===== src/rtl/mem_port_arbiter.sv =====
// mem_port_arbiter: shares one split-transaction memory bus (req/addr_ok/data_ok)
// between the instruction-fetch port and the data-access port of the core.
// The selected requester is locked until its address is accepted. Each accepted
// request pushes its source id into an in-order tag FIFO, and the FIFO head
// routes m_data_ok/m_rdata back to the requester that issued the request.
// Optional feature macro: ARB_ROUND_ROBIN_EN. When it is defined, simultaneous
// requests alternate between the two ports. When it is undefined, the data port
// always wins a tie.
module mem_port_arbiter #(
    parameter int DEPTH = 4
) (
    input  logic        clk,
    input  logic        resetn,
    input  logic        inst_req,
    input  logic [31:0] inst_addr,
    output logic        inst_addr_ok,
    output logic        inst_data_ok,
    output logic [31:0] inst_rdata,
    input  logic        data_req,
    input  logic        data_wr,
    input  logic [1:0]  data_size,
    input  logic [31:0] data_addr,
    input  logic [31:0] data_wdata,
    output logic        data_addr_ok,
    output logic        data_data_ok,
    output logic [31:0] data_rdata,
    output logic        m_req,
    output logic        m_wr,
    output logic [1:0]  m_size,
    output logic [31:0] m_addr,
    output logic [31:0] m_wdata,
    input  logic        m_addr_ok,
    input  logic        m_data_ok,
    input  logic [31:0] m_rdata,
    output logic        busy,
    output logic        err
);

    localparam int PW = $clog2(DEPTH);
    localparam int CW = PW + 1;

    logic             lock_valid_q, lock_valid_d;
    logic             lock_src_q,   lock_src_d;
    logic [PW-1:0]    wr_ptr_q,     wr_ptr_d;
    logic [PW-1:0]    rd_ptr_q,     rd_ptr_d;
    logic [CW-1:0]    count_q,      count_d;
    logic [DEPTH-1:0] tags_q,       tags_d;

    logic sel_s;
    logic sel_req_s;
    logic full_s;
    logic nonempty_s;
    logic accept_s;
    logic pop_s;
    logic head_s;

`ifdef ARB_ROUND_ROBIN_EN
    logic last_src_q, last_src_d;
`endif

    // Grant selection: a held lock wins. Otherwise a tie goes by the priority policy.
    always_comb begin
        sel_s = 1'b0;
        if (lock_valid_q) begin
            sel_s = lock_src_q;
        end
`ifdef ARB_ROUND_ROBIN_EN
        else if (inst_req && data_req) begin
            sel_s = ~last_src_q;
        end
`endif
        else if (data_req) begin
            sel_s = 1'b1;
        end else begin
            sel_s = 1'b0;
        end
    end

    // Full is taken from the registered count only, so a same-cycle pop does not free a slot.
    assign full_s     = (count_q == CW'(DEPTH));
    assign nonempty_s = (count_q != {CW{1'b0}});
    assign sel_req_s  = sel_s ? data_req : inst_req;
    assign accept_s   = m_req && m_addr_ok;
    assign pop_s      = m_data_ok && nonempty_s;
    assign head_s     = tags_q[rd_ptr_q];

    // Bus request mux. The fetch path is always a word-sized read.
    always_comb begin
        m_req   = sel_req_s && !full_s;
        m_addr  = inst_addr;
        m_wr    = 1'b0;
        m_size  = 2'd2;
        m_wdata = 32'd0;
        if (sel_s) begin
            m_addr  = data_addr;
            m_wr    = data_wr;
            m_size  = data_size;
            m_wdata = data_wdata;
        end else begin
            m_addr  = inst_addr;
            m_wr    = 1'b0;
            m_size  = 2'd2;
            m_wdata = 32'd0;
        end
    end

    // Handshake and response routing back to the issuing port.
    always_comb begin
        inst_addr_ok = accept_s && !sel_s;
        data_addr_ok = accept_s && sel_s;
        inst_data_ok = pop_s && !head_s;
        data_data_ok = pop_s && head_s;
        inst_rdata   = m_rdata;
        data_rdata   = m_rdata;
        busy         = nonempty_s;
        err          = m_data_ok && !nonempty_s;
    end

    // Next state for the lock and the tag FIFO.
    always_comb begin
        lock_valid_d = lock_valid_q;
        lock_src_d   = lock_src_q;
        wr_ptr_d     = wr_ptr_q;
        rd_ptr_d     = rd_ptr_q;
        count_d      = count_q;
        tags_d       = tags_q;
        if (accept_s) begin
            lock_valid_d     = 1'b0;
            tags_d[wr_ptr_q] = sel_s;
            wr_ptr_d         = wr_ptr_q + PW'(1);
        end else if (m_req) begin
            lock_valid_d = 1'b1;
            lock_src_d   = sel_s;
        end else begin
            lock_valid_d = lock_valid_q;
        end
        if (pop_s) begin
            rd_ptr_d = rd_ptr_q + PW'(1);
        end else begin
            rd_ptr_d = rd_ptr_q;
        end
        case ({accept_s, pop_s})
            2'b10:   count_d = count_q + CW'(1);
            2'b01:   count_d = count_q - CW'(1);
            default: count_d = count_q;
        endcase
    end

    // State registers with a synchronous active-low reset. Tag contents need no reset.
    always_ff @(posedge clk) begin
        if (!resetn) begin
            lock_valid_q <= 1'b0;
            lock_src_q   <= 1'b0;
            wr_ptr_q     <= {PW{1'b0}};
            rd_ptr_q     <= {PW{1'b0}};
            count_q      <= {CW{1'b0}};
        end else begin
            lock_valid_q <= lock_valid_d;
            lock_src_q   <= lock_src_d;
            wr_ptr_q     <= wr_ptr_d;
            rd_ptr_q     <= rd_ptr_d;
            count_q      <= count_d;
        end
    end

    // Tag storage. Entries are only read while the count is nonzero.
    always_ff @(posedge clk) begin
        tags_q <= tags_d;
    end

`ifdef ARB_ROUND_ROBIN_EN
    // Remember the last accepted source so the next tie goes to the other port.
    always_comb begin
        if (accept_s) begin
            last_src_d = sel_s;
        end else begin
            last_src_d = last_src_q;
        end
    end

    // Round-robin history register.
    always_ff @(posedge clk) begin
        if (!resetn) begin
            last_src_q <= 1'b0;
        end else begin
            last_src_q <= last_src_d;
        end
    end
`endif

endmodule


===== config.mk =====
export PLATFORM = sky130hd
export DESIGN_NAME = mem_port_arbiter
export DESIGN_NICKNAME = d
export VERILOG_FILES = /design/src/rtl/mem_port_arbiter.sv
export SDC_FILE = /design/constraint.sdc
export NUM_CORES = 1
export LEC_CHECK = 0
export ABC_AREA = 1
export BUFFER_PORTS_ARGS = -buffer_cell sky130_fd_sc_hd__buf_2
export CORE_AREA = 3 3 105 107
export DETAILED_ROUTE_END_ITERATION = 10
export DIE_AREA = 0 0 108 110
export GPL_TIMING_DRIVEN = 0
export MAX_ROUTING_LAYER = met4
export PLACE_DENSITY = 0.67
export SLEW_MARGIN = 20
export SYNTH_ARGS = -nofsm -noshare
export SYNTH_HDL_FRONTEND = slang
export SYNTH_SLANG_ARGS = --single-unit

===== constraint.sdc =====
create_clock -name clk -period 2.82 [get_ports clk]
set_input_delay 0 -clock clk [delete_from_list [all_inputs] [get_ports clk]]
set_output_delay 0 -clock clk [all_outputs]
set_load 0.02 [all_outputs]

==> results.toml, run 1 <==
[detailed_routing]
route.antenna.remaining_nets = 0
drt-vias-per-instance = 3.612
detail_route.iter0.violations = 61
routed-via-count = 2626
drt_pass1_iterations = 4
drc_errors = 0
wl_met1_um = 2964
routed-wl-met3_um = 636
wl_met2_um = 3831
wl_per_cell_um = 10.22
finalWirelength_um = 7432
highest_routing_layer_actually_used = "met3"

[global_routing]
globalRouteOverflowTotal = 0
first_global_vias = 2276
antenna_found_initial = 1
grt_util_all_layers_pct = 11.07
grt_start_max_net_pins = 14
grt_pass1_wl_um = 10510

[cells_and_area]
post_route_cells_drive_above_1_share_pct = 56.44
nets = 734
synthToLayoutAreaGrowth_pct = 70.29
final_area_um2 = 3450

[worst_hold_path]
worst_hold_path.endpoint = "lock_src_q"
holdPathStages = 4
timing.hold.worst.start = "inst_req"
hold_path.class = "in2reg"

[floorplanning]
dieWidth_um = 108
starting_utilization_of_the_core_area_pct = 19.80
die_area_um2 = 11880
fp-row-count = 37
boundaryPins = 275
design.core.area_um2 = 10230
fp.dieH_um = 110

[setup_path]
critPathLaunchType = "flip-flop"
crit_path_end_kind = "flip-flop"
worst_path_cell_trace = "nor2_1, nand2_1, nand4_2, ha_1, inv_1, fa_1, or2_2, nand2_1, o21ai_0, a21oi_1"
reg2reg_depth = 10
critical-path-max-stage-delay_ns = 0.37
worst_r2r_startpoint = "count_q[0]"
crit_slowest_cell = "fa_1"
worst-setup-path-type = "reg2reg"
timing.critical_path.required_ns = 3.00
crit_arrival_ns = 2.36
reg2reg_setup_slack_ns = 0.64
critPathMostFrequentCell = "nand2_1"
critPathMaxFanout = 10
worstReg2RegEnd = "count_q[2]"

[pwr]
p_seq_share_pct = 16.8
powerDensity_nw_per_um2 = 456.8
clockPowerShare_pct = 10.8
power.combinational.fraction_pct = 72.4
power.switching_mw = 0.8138
irDropWorstVdd_mv = 0.3051
p_leak_nw = 2.279
power.share.switching_pct = 51.64
internal-power_mw = 0.7621

[placed_design]
place.detailed.hpwl_um = 6675
dpl-instance-area_um2 = 3402
portBuffers = 241
place.gp.congestion = 0.7501

[synth]
synth-compound-area-share_pct = 3.397
async_flop_share_pct = 0
synth.cell_area_um2 = 2026
muxShareOfSynthArea_pct = 0
synth_top_cell_area_share_pct = 24.83
post_synth_fa_ha_maj_area_fraction_pct = 4.077
postSynth.topFlopCell = "dfxtp_1"
synth_top_cell_by_area = "buf_4"
synth-edff-count = 4
synthTopCellsByArea = "buf_4 25%, nand2_1 22%, inv_1 11%"
synth_cells = 345
synth_nets = 488
yosysSeqAreaShare_pct = 14.82
synthSimpleGateAreaFrac_pct = 38.30
synth-xor-area-share_pct = 0
postSynthRegisterBits = 13
ys_types = 23
combinational_family_with_the_most_area_after_synthesis = "buffers and inverters"
ys.warnings.count = 0
synth.avg_cell_area_um2 = 5.872

[timing]
fin_tns_setup_ns = 0
worst-slew-pin-transition_ns = 0.3985
worst_slew_margin_rel_pct = 73.43
grt_setup_unrepaired = "no"
hold_viol = 0
finalMaxSlewViolations = 0
max_clock_freq_mhz = 457.8
final-setup-viol-count = 0
timing.final.crit_share_pct = 77.46
final.min_clock_period_ns = 2.184
timing.clock.skew_ns = 0.0006808

[cts]
clockBufferDepth = 2
clkSinkCount = 13
cts_resized = 0
clkTransAtPathRegs_ns = 0.06
insertion_delay_ns = 0.24
cts_tree = "yes"
cts-buffers-inserted = 3
cts-root-buf = "clkbuf_8"
cts_hold_repair.buffers = 0
cts_setup_buffers = 0
htree_num_levels = 1

[run_status]
outcome = "finished, final reports clean"

[job]
number_of_max_cap_violations = 0
==> power by group through the flow <==
stage	Combinational [mW]	Sequential (mW)	Clock, mW
floorplan	0.784	0.261	0
global placement	1.15	0.268	0
detailed placement	1.16	0.268	0
CTS	1.16	0.264	0.176
global route	1.27	0.270	0.184
finish	1.14	0.264	0.171
==> critical path, delay by kind of cell (launching register included) <==
kind,cells,cell delay [ns]
compound gates,2,0.19
fa+ha+maj,2,0.56
buf+inv,1,0.06
flops,1,0.31
simple gates,5,0.99
==> sequential cells by signal (all words and copies together), names as in the netlist <==
signal,count
tags_q,4
lock_src_q,1
lock_valid_q,1
count_q,3
rd_ptr_q,2
wr_ptr_q,2
==> metal layers <==
layer	global-route usage [%]	vias to the layer above
met5	-	-
met2	19.01	121
met1	14.22	1076
met4	0.2705	0
met3	2.446	0
li1	-	1429
==> cells in the final DEF, fill, tap and decap left out, types with 2 or more instances in the layout <==
| master | Yosys | final |
|---|---|---|
| buf_2 | 5 | 246 |
| nand4_1 | 4 | 4 |
| clkbuf_8 | 0 | 3 |
| ha_1 | 5 | 5 |
| inv_1 | 58 | 58 |
| edfxtp_1 | 4 | 4 |
| a21oi_1 | 8 | 8 |
| nand2_1 | 117 | 117 |
| buf_4 | 67 | 67 |
| nor2_1 | 38 | 38 |
| nor2_4 | 10 | 10 |
| dfxtp_1 | 9 | 9 |
| buf_6 | 2 | 2 |
| clkbuf_1 | 1 | 2 |
| o21ai_0 | 4 | 4 |
| nand3_1 | 5 | 5 |
==> per-stage QoR <==
| step | total power, mW | setup WS [ns] | util [%] | std cells | hold WS, ns |
|---|---|---|---|---|---|
| floorplan | 1.046 | 0.9050 | - | 345 | 0.1126 |
| global placement | 1.419 | 0.6782 | 33.25 | 722 | 0.2174 |
| detailed placement | 1.427 | 0.6407 | 33.25 | 722 | 0.2182 |
| CTS | 1.603 | 0.6261 | 33.69 | 726 | 0.06215 |
| global route | 1.727 | 0.4100 | 33.72 | 727 | 0.1150 |
| finish | 1.576 | 0.6357 | 33.72 | 727 | 0.06343 |
==> layout make-up <==
type                    instances  area (µm²)
flip-flops and latches         13       300.3
plain buffers                  76       574.3
well taps                     136       170.2
fillers                      1156        6782
inverters                      59       224.0
multi-input cells             197       927.1
clock buffers                   4       45.04
repair buffers                241        1206
diodes                          1       2.502
==> kinds of logic (layout without fill, tap and decap cells) <==
| logic type | count (synthesis) | in the layout |
|---|---|---|
| flip-flops | 13 | 13 |
| adder cells (fa/ha/maj) | 6 | 6 |
| other | 0 | 1 |
| AND/OR/NAND/NOR | 178 | 178 |
| buffers and inverters | 135 | 380 |
| AO/OA/AOI/OAI | 13 | 13 |
==> how the worst max path moves through the flow <==
stage	from	endpoint	slack, ns	cells past startpoint
6_report	count_q[0]	count_q[2]	0.64	10
5_1_grt	count_q[0]	count_q[2]	0.41	10
4_1_cts	count_q[0]	count_q[2]	0.63	10
3_5_place_dp	count_q[0]	count_q[2]	0.64	10
3_3_place_gp	count_q[0]	count_q[2]	0.68	10
2_1_floorplan	count_q[0]	count_q[2]	0.90	10
==> synth_stat cells, types with 2 or more instances <==
master    instances
nand4_1           4
dfxtp_1           9
buf_6             2
a21oi_1           8
inv_1            58
buf_4            67
nor2_1           38
nand2_1         117
nor2_4           10
edfxtp_1          4
o21ai_0           4
buf_2             5
ha_1              5
nand3_1           5
(Power assumes the default switching activity.)
==> run 2: changes to the inputs <==
CORE_AREA = 3 3 104 106   (was 3 3 105 107)
DIE_AREA = 0 0 107 109   (was 0 0 108 110)
PLACE_DENSITY = 0.7   (was 0.67)
clock period = 1.8 ns   (was 2.82 ns; I/O delays follow)
==> run 2 against run 1 <==
Effect of this change: fmax increased by 21%; global-route usage increased by 0.29 points; register-to-register slack got worse by 0.63 ns; largest cell class unchanged; critical endpoint unchanged; combinational power increased by 71%.
==> results.toml, run 2 (same netlist as run 1, synthesis figures left out) <==
[cells_and_area]
final_cell_mix = "246 x buf_2, 114 x nand2_1, 73 x buf_4, 56 x inv_1, 37 x nor2_1"
reg.largest.list = "tags_q: 4 flops, count_q: 3 flops"
synthToLayoutAreaGrowth_pct = 76.65
commonest_non_fill_non_tap_cell_in_the_layout = "buf_2"
final_cell_count_no_fill = 730
nets = 740
post_route_cells_drive_above_1_share_pct = 59.40
most_flop_heavy_register = "tags_q"
largest_register_ffs = 4
fillerInstances = 1071

[placed_design]
place_inst = 719
place.gp.congestion = 0.7657
place.detailed.hpwl_um = 6751
portBuffers = 241

[setup_path]
critPathLaunchType = "flip-flop"
timing.critical_path.required_ns = 1.97
worstReg2RegEnd = "count_q[2]"
crit_path_start = "lock_valid_q"
worst_r2r_startpoint = "lock_valid_q"
crit_arrival_ns = 1.97
reg2reg_depth = 10
critPathMaxFanout = 4
crit_path_end_kind = "flip-flop"
timing.critical_path.to = "count_q[2]"
reg2reg_setup_slack_ns = 0.002
worst-setup-path-type = "reg2reg"

[detailed_routing]
detail_route.iter0.violations = 78
drt-vias-per-instance = 3.677
wl_per_cell_um = 10.61
drt_pass1_iterations = 4
drc_errors = 0
finalWirelength_um = 7744
route.antenna.remaining_nets = 0
routed-via-count = 2684

[cts]
cts_tree = "yes"
clkTransAtPathRegs_ns = 0.06
clkSinkCount = 13
insertion_delay_ns = 0.24
htree_num_levels = 1
cts-buffers-inserted = 3
clockBufferDepth = 2
cts-root-buf = "clkbuf_8"
cts_hold_repair.buffers = 0

[timing]
grt_setup_unrepaired = "yes"
finalMaxSlewViolations = 0
final-setup-viol-count = 0
final.min_clock_period_ns = 1.798
timing.clock.skew_ns = 0.001740
hold_viol = 0
worst_slew_margin_rel_pct = 72.57
worst-slew-pin-transition_ns = 0.4114
max_clock_freq_mhz = 556.2
timing.final.crit_share_pct = 99.89

[floorplanning]
die_area_um2 = 11660
fp.dieH_um = 109
starting_utilization_of_the_core_area_pct = 20.54
boundaryPins = 275
fp-row-count = 36
dieWidth_um = 107
design.core.area_um2 = 9864

[pwr]
powerDensity_nw_per_um2 = 740.6
p_total_mw = 2.650
irDropWorstVdd_mv = 0.3969
p_leak_nw = 2.325

[global_routing]
globalRouteOverflowTotal = 0
first_global_vias = 2361
grt_start_max_net_pins = 14
grt_pass1_wl_um = 10720
antenna_found_initial = 1
grt_util_all_layers_pct = 11.36

[worst_hold_path]
timing.hold.worst.start = "inst_req"
hold_path.class = "in2reg"

[run_status]
outcome = "finished, final reports clean"

[job]
number_of_max_cap_violations = 0
==> run 2: cell types whose count changed in the layout (fill, tap and decap cells not counted), sizes merged <==
cell | before | now
buf | 316 | 322
==> run 2: cell type report <==
class                           count  area (µm²)  area share (%)
Antenna cell                        1       2.502         0.06993
Buffer                             76       574.3           16.05
Clock buffer                        4       45.04           1.259
Inverter                           59       226.5           6.329
Multi-Input combinational cell    197        1006           28.11
Sequential cell                    13       306.5           8.566
Tap cell                          133       166.4           4.650
Timing Repair Buffer              247        1251           34.97
==> run 2: per-layer routing <==
metal | vias to the layer above | global-route usage (%) | part of all wire [%]
met4 | 0 | 1.644 | 0.97
li1 | 1441 | - | -
met3 | 2 | 2.487 | 8.3
met5 | - | - | 0
met2 | 130 | 19.87 | 53
met1 | 1111 | 13.76 | 38
==> run 2: repair_timing <==
action,CTS,global route
pin swaps,5,7
setup endpoints to repair,1,1
gates resized for setup,5,8
buffers inserted,3,3
==> run 2: report_power, final <==
group	switching, mW	total, mW	internal [mW]
combinational	1.19	1.95	0.757
clock	0.109	0.266	0.156
sequential	0.0603	0.438	0.377
total	1.36	2.65	1.29
==> run 2: worst max-delay path: stages (launching register included) <==
cell	delay [ns]
dfxtp_4	0.36
nand2_1	0.12
nand3_4	0.10
nand4_4	0.13
ha_4	0.15
inv_4	0.04
fa_2	0.36
or2_4	0.24
nand2_2	0.06
o21ai_1	0.05
a21oi_1	0.13
==> run 2: through the flow <==
stage / hold WS (ns) / setup WS [ns] / utilization (%) / cell area (µm²) / TNS, ns
4_1_cts: 0.08541 / 0.02076 / 35.78 / 3530 / 0
5_1_grt: 0.1002 / -0.09091 / 36.28 / 3578 / -0.09717
3_3_place_gp: 0.2173 / -0.1121 / 34.91 / 3443 / -0.1121
6_report: 0.08457 / 0.001972 / 36.28 / 3578 / 0
2_1_floorplan: 0.1126 / 0.005381 / - / 2071 / 0
3_5_place_dp: 0.2176 / -0.1358 / 34.91 / 3443 / -0.1358
==> run 2: worst min path at each step <==
stage	endpoint	depth (start not counted)
after floorplan	data_rdata[0]	1
after global placement	inst_rdata[30]	2
after detailed placement	inst_rdata[30]	2
after CTS	lock_src_q	4
after global routing	lock_src_q	4
final	lock_src_q	4
==> run 3: changes to the inputs <==
CORE_AREA = 3 3 105 107   (was 3 3 104 106)
DIE_AREA = 0 0 108 110   (was 0 0 107 109)
PLACE_DENSITY = 0.67   (was 0.7)
clock period = 2.2 ns   (was 1.8 ns; I/O delays follow)
==> run 3 against run 2 <==
Effect of this change: clock-buffer cell count unchanged; critical path type unchanged; largest cell class unchanged; sequential power decreased by 22%; highest routed layer is now met3; combinational power decreased by 24%; cell count unchanged; non-clock buffer count decreased by 3.
==> results.toml, run 3 (same netlist as run 1, synthesis figures left out) <==
[run_status]
outcome = "finished, final reports clean"

[placed_design]
place_inst = 722
dp_slack_ns = 0.02066
place.detailed.hpwl_um = 6675
portBuffers = 241
place.gp.congestion = 0.7501

[setup_path]
crit_slowest_cell = "fa_1"
timing.critical_path.required_ns = 2.38
worst_path_cell_trace = "inv_1, nand2_1, nand3_2, nand4_4, ha_1, inv_1, fa_1, or2_2, nand2_1, o21ai_0, a21oi_1"
reg2reg_setup_slack_ns = 0.17
crit_path_start = "lock_valid_q"
critPathLaunchType = "flip-flop"
crit_path_end_kind = "flip-flop"
worst-setup-path-type = "reg2reg"
crit_arrival_ns = 2.21
worstReg2RegEnd = "count_q[2]"
critical-path-max-stage-delay_ns = 0.37
critPathMaxFanout = 6
reg2reg_depth = 11
worst_r2r_startpoint = "lock_valid_q"
timing.critical_path.to = "count_q[2]"

[cells_and_area]
largest_register_ffs = 4
final_cell_count_no_fill = 730
commonest_non_fill_non_tap_cell_in_the_layout = "buf_2"
most_flop_heavy_register = "tags_q"
post_layout_util_pct = 34.12
reg.largest.list = "tags_q: 4 flops, count_q: 3 flops"
post_route_cells_drive_above_1_share_pct = 57.17
final_cell_mix = "246 x buf_2, 116 x nand2_1, 70 x buf_4, 58 x inv_1, 37 x nor2_1"
synthToLayoutAreaGrowth_pct = 72.33
nets = 737

[floorplanning]
fp.dieH_um = 110
starting_utilization_of_the_core_area_pct = 19.80
die_area_um2 = 11880
fp-row-count = 37
boundaryPins = 275
design.core.area_um2 = 10230
dieWidth_um = 108

[timing]
worst-slew-pin-transition_ns = 0.4217
max_clock_freq_mhz = 492.8
hold_viol = 0
timing.final.crit_share_pct = 92.24
final-setup-viol-count = 0
timing.clock.skew_ns = 0.001180
worst_slew_margin_rel_pct = 71.89
final.hold.worst_slack_ns = 0.08176
finalMaxSlewViolations = 0
final.min_clock_period_ns = 2.029
fin_ws_ns = 0.1707

[cts]
clkSinkCount = 13
htree_num_levels = 1
clockBufferDepth = 2
insertion_delay_ns = 0.24
cts_tree = "yes"
cts_hold_repair.buffers = 0
cts-buffers-inserted = 3
clkTransAtPathRegs_ns = 0.06
cts-root-buf = "clkbuf_8"

[detailed_routing]
route.antenna.remaining_nets = 0
finalWirelength_um = 7566
drc_errors = 0
detail_route.iter0.violations = 74
drt-vias-per-instance = 3.621
drt_pass1_iterations = 4
routed-via-count = 2643
wl_per_cell_um = 10.36

[global_routing]
grt_pass1_wl_um = 10510
antenna_found_initial = 1
grt_start_max_net_pins = 14
first_global_vias = 2276
globalRouteOverflowTotal = 0
grt_util_all_layers_pct = 11.07

[job]
number_of_max_cap_violations = 0

[worst_hold_path]
hold_path.class = "in2reg"

[pwr]
p_leak_nw = 2.298
irDropWorstVdd_mv = 0.3934
powerDensity_nw_per_um2 = 589.2
run 3: cell types whose count changed in the layout (fill, tap and decap cells not counted), moves of 2 or more:
| cell | change |
|---|---|
| a21oi_1 | +2 |
| inv_1 | +2 |
| dfxtp_2 | -2 |
| dfxtp_1 | +3 |
| nand2_1 | +2 |
| buf_4 | -3 |
run 3: critical path, delay by kind of cell, from the launching register on:
family                     cells  cell delay, ns
adders and majority gates      2            0.53
DFF                            1            0.36
AOI/OAI and AO/OA              2            0.20
buffers and inverters          2            0.11
and+or+nand+nor                5            0.76
run 3: how the worst min path moves through the flow:
stage	end	slack (ns)	cells after the start	start
2_1_floorplan	data_rdata[0]	0.11	1	m_rdata[0]
3_3_place_gp	data_rdata[20]	0.22	2	m_rdata[20]
3_5_place_dp	data_rdata[1]	0.22	2	m_rdata[1]
4_1_cts	lock_src_q	0.06	4	inst_req
5_1_grt	lock_src_q	0.11	4	inst_req
6_report	lock_src_q	0.08	4	inst_req
run 3: cell type report:
| type | count | area [µm²] |
|---|---|---|
| diodes | 1 | 2.502 |
| plain buffers | 76 | 574.3 |
| clock buffers | 4 | 45.04 |
| fillers | 1155 | 6740 |
| inverters | 59 | 224.0 |
| multi-input cells | 197 | 945.9 |
| flip-flops and latches | 13 | 300.3 |
| well taps | 136 | 170.2 |
| repair buffers | 244 | 1229 |
run 3: through the flow:
stage               power, mW   TNS (ns)  area [µm²]
global placement        1.819          0        3402
floorplan               1.341          0        2026
global route            2.248  -0.006012        3491
detailed placement      1.829          0        3402
CTS                     2.054          0        3447
finish                  2.057          0        3491
run 3: per-layer routing:
layer  share of wire (%)  GRT usage (%)  up-vias
li1                    -              -     1435
met1                  39          14.22     1085
met2                  52          19.01      123
met3                 8.4          2.446        0
met4                   0         0.2705        0
met5                   0              -        -
run 3: where the power goes:
group          leakage, nW  total (mW)  switching (mW)  internal [mW]
clock network       0.0228       0.219          0.0912          0.128
logic                 2.16        1.49           0.930          0.564
registers            0.111       0.343          0.0393          0.304
run 3: what timing repair did:
item / in CTS / in global routing
endpoints found under the setup margin: 0 / 1
gates resized for setup: 0 / 4
setup buffers: 0 / 3
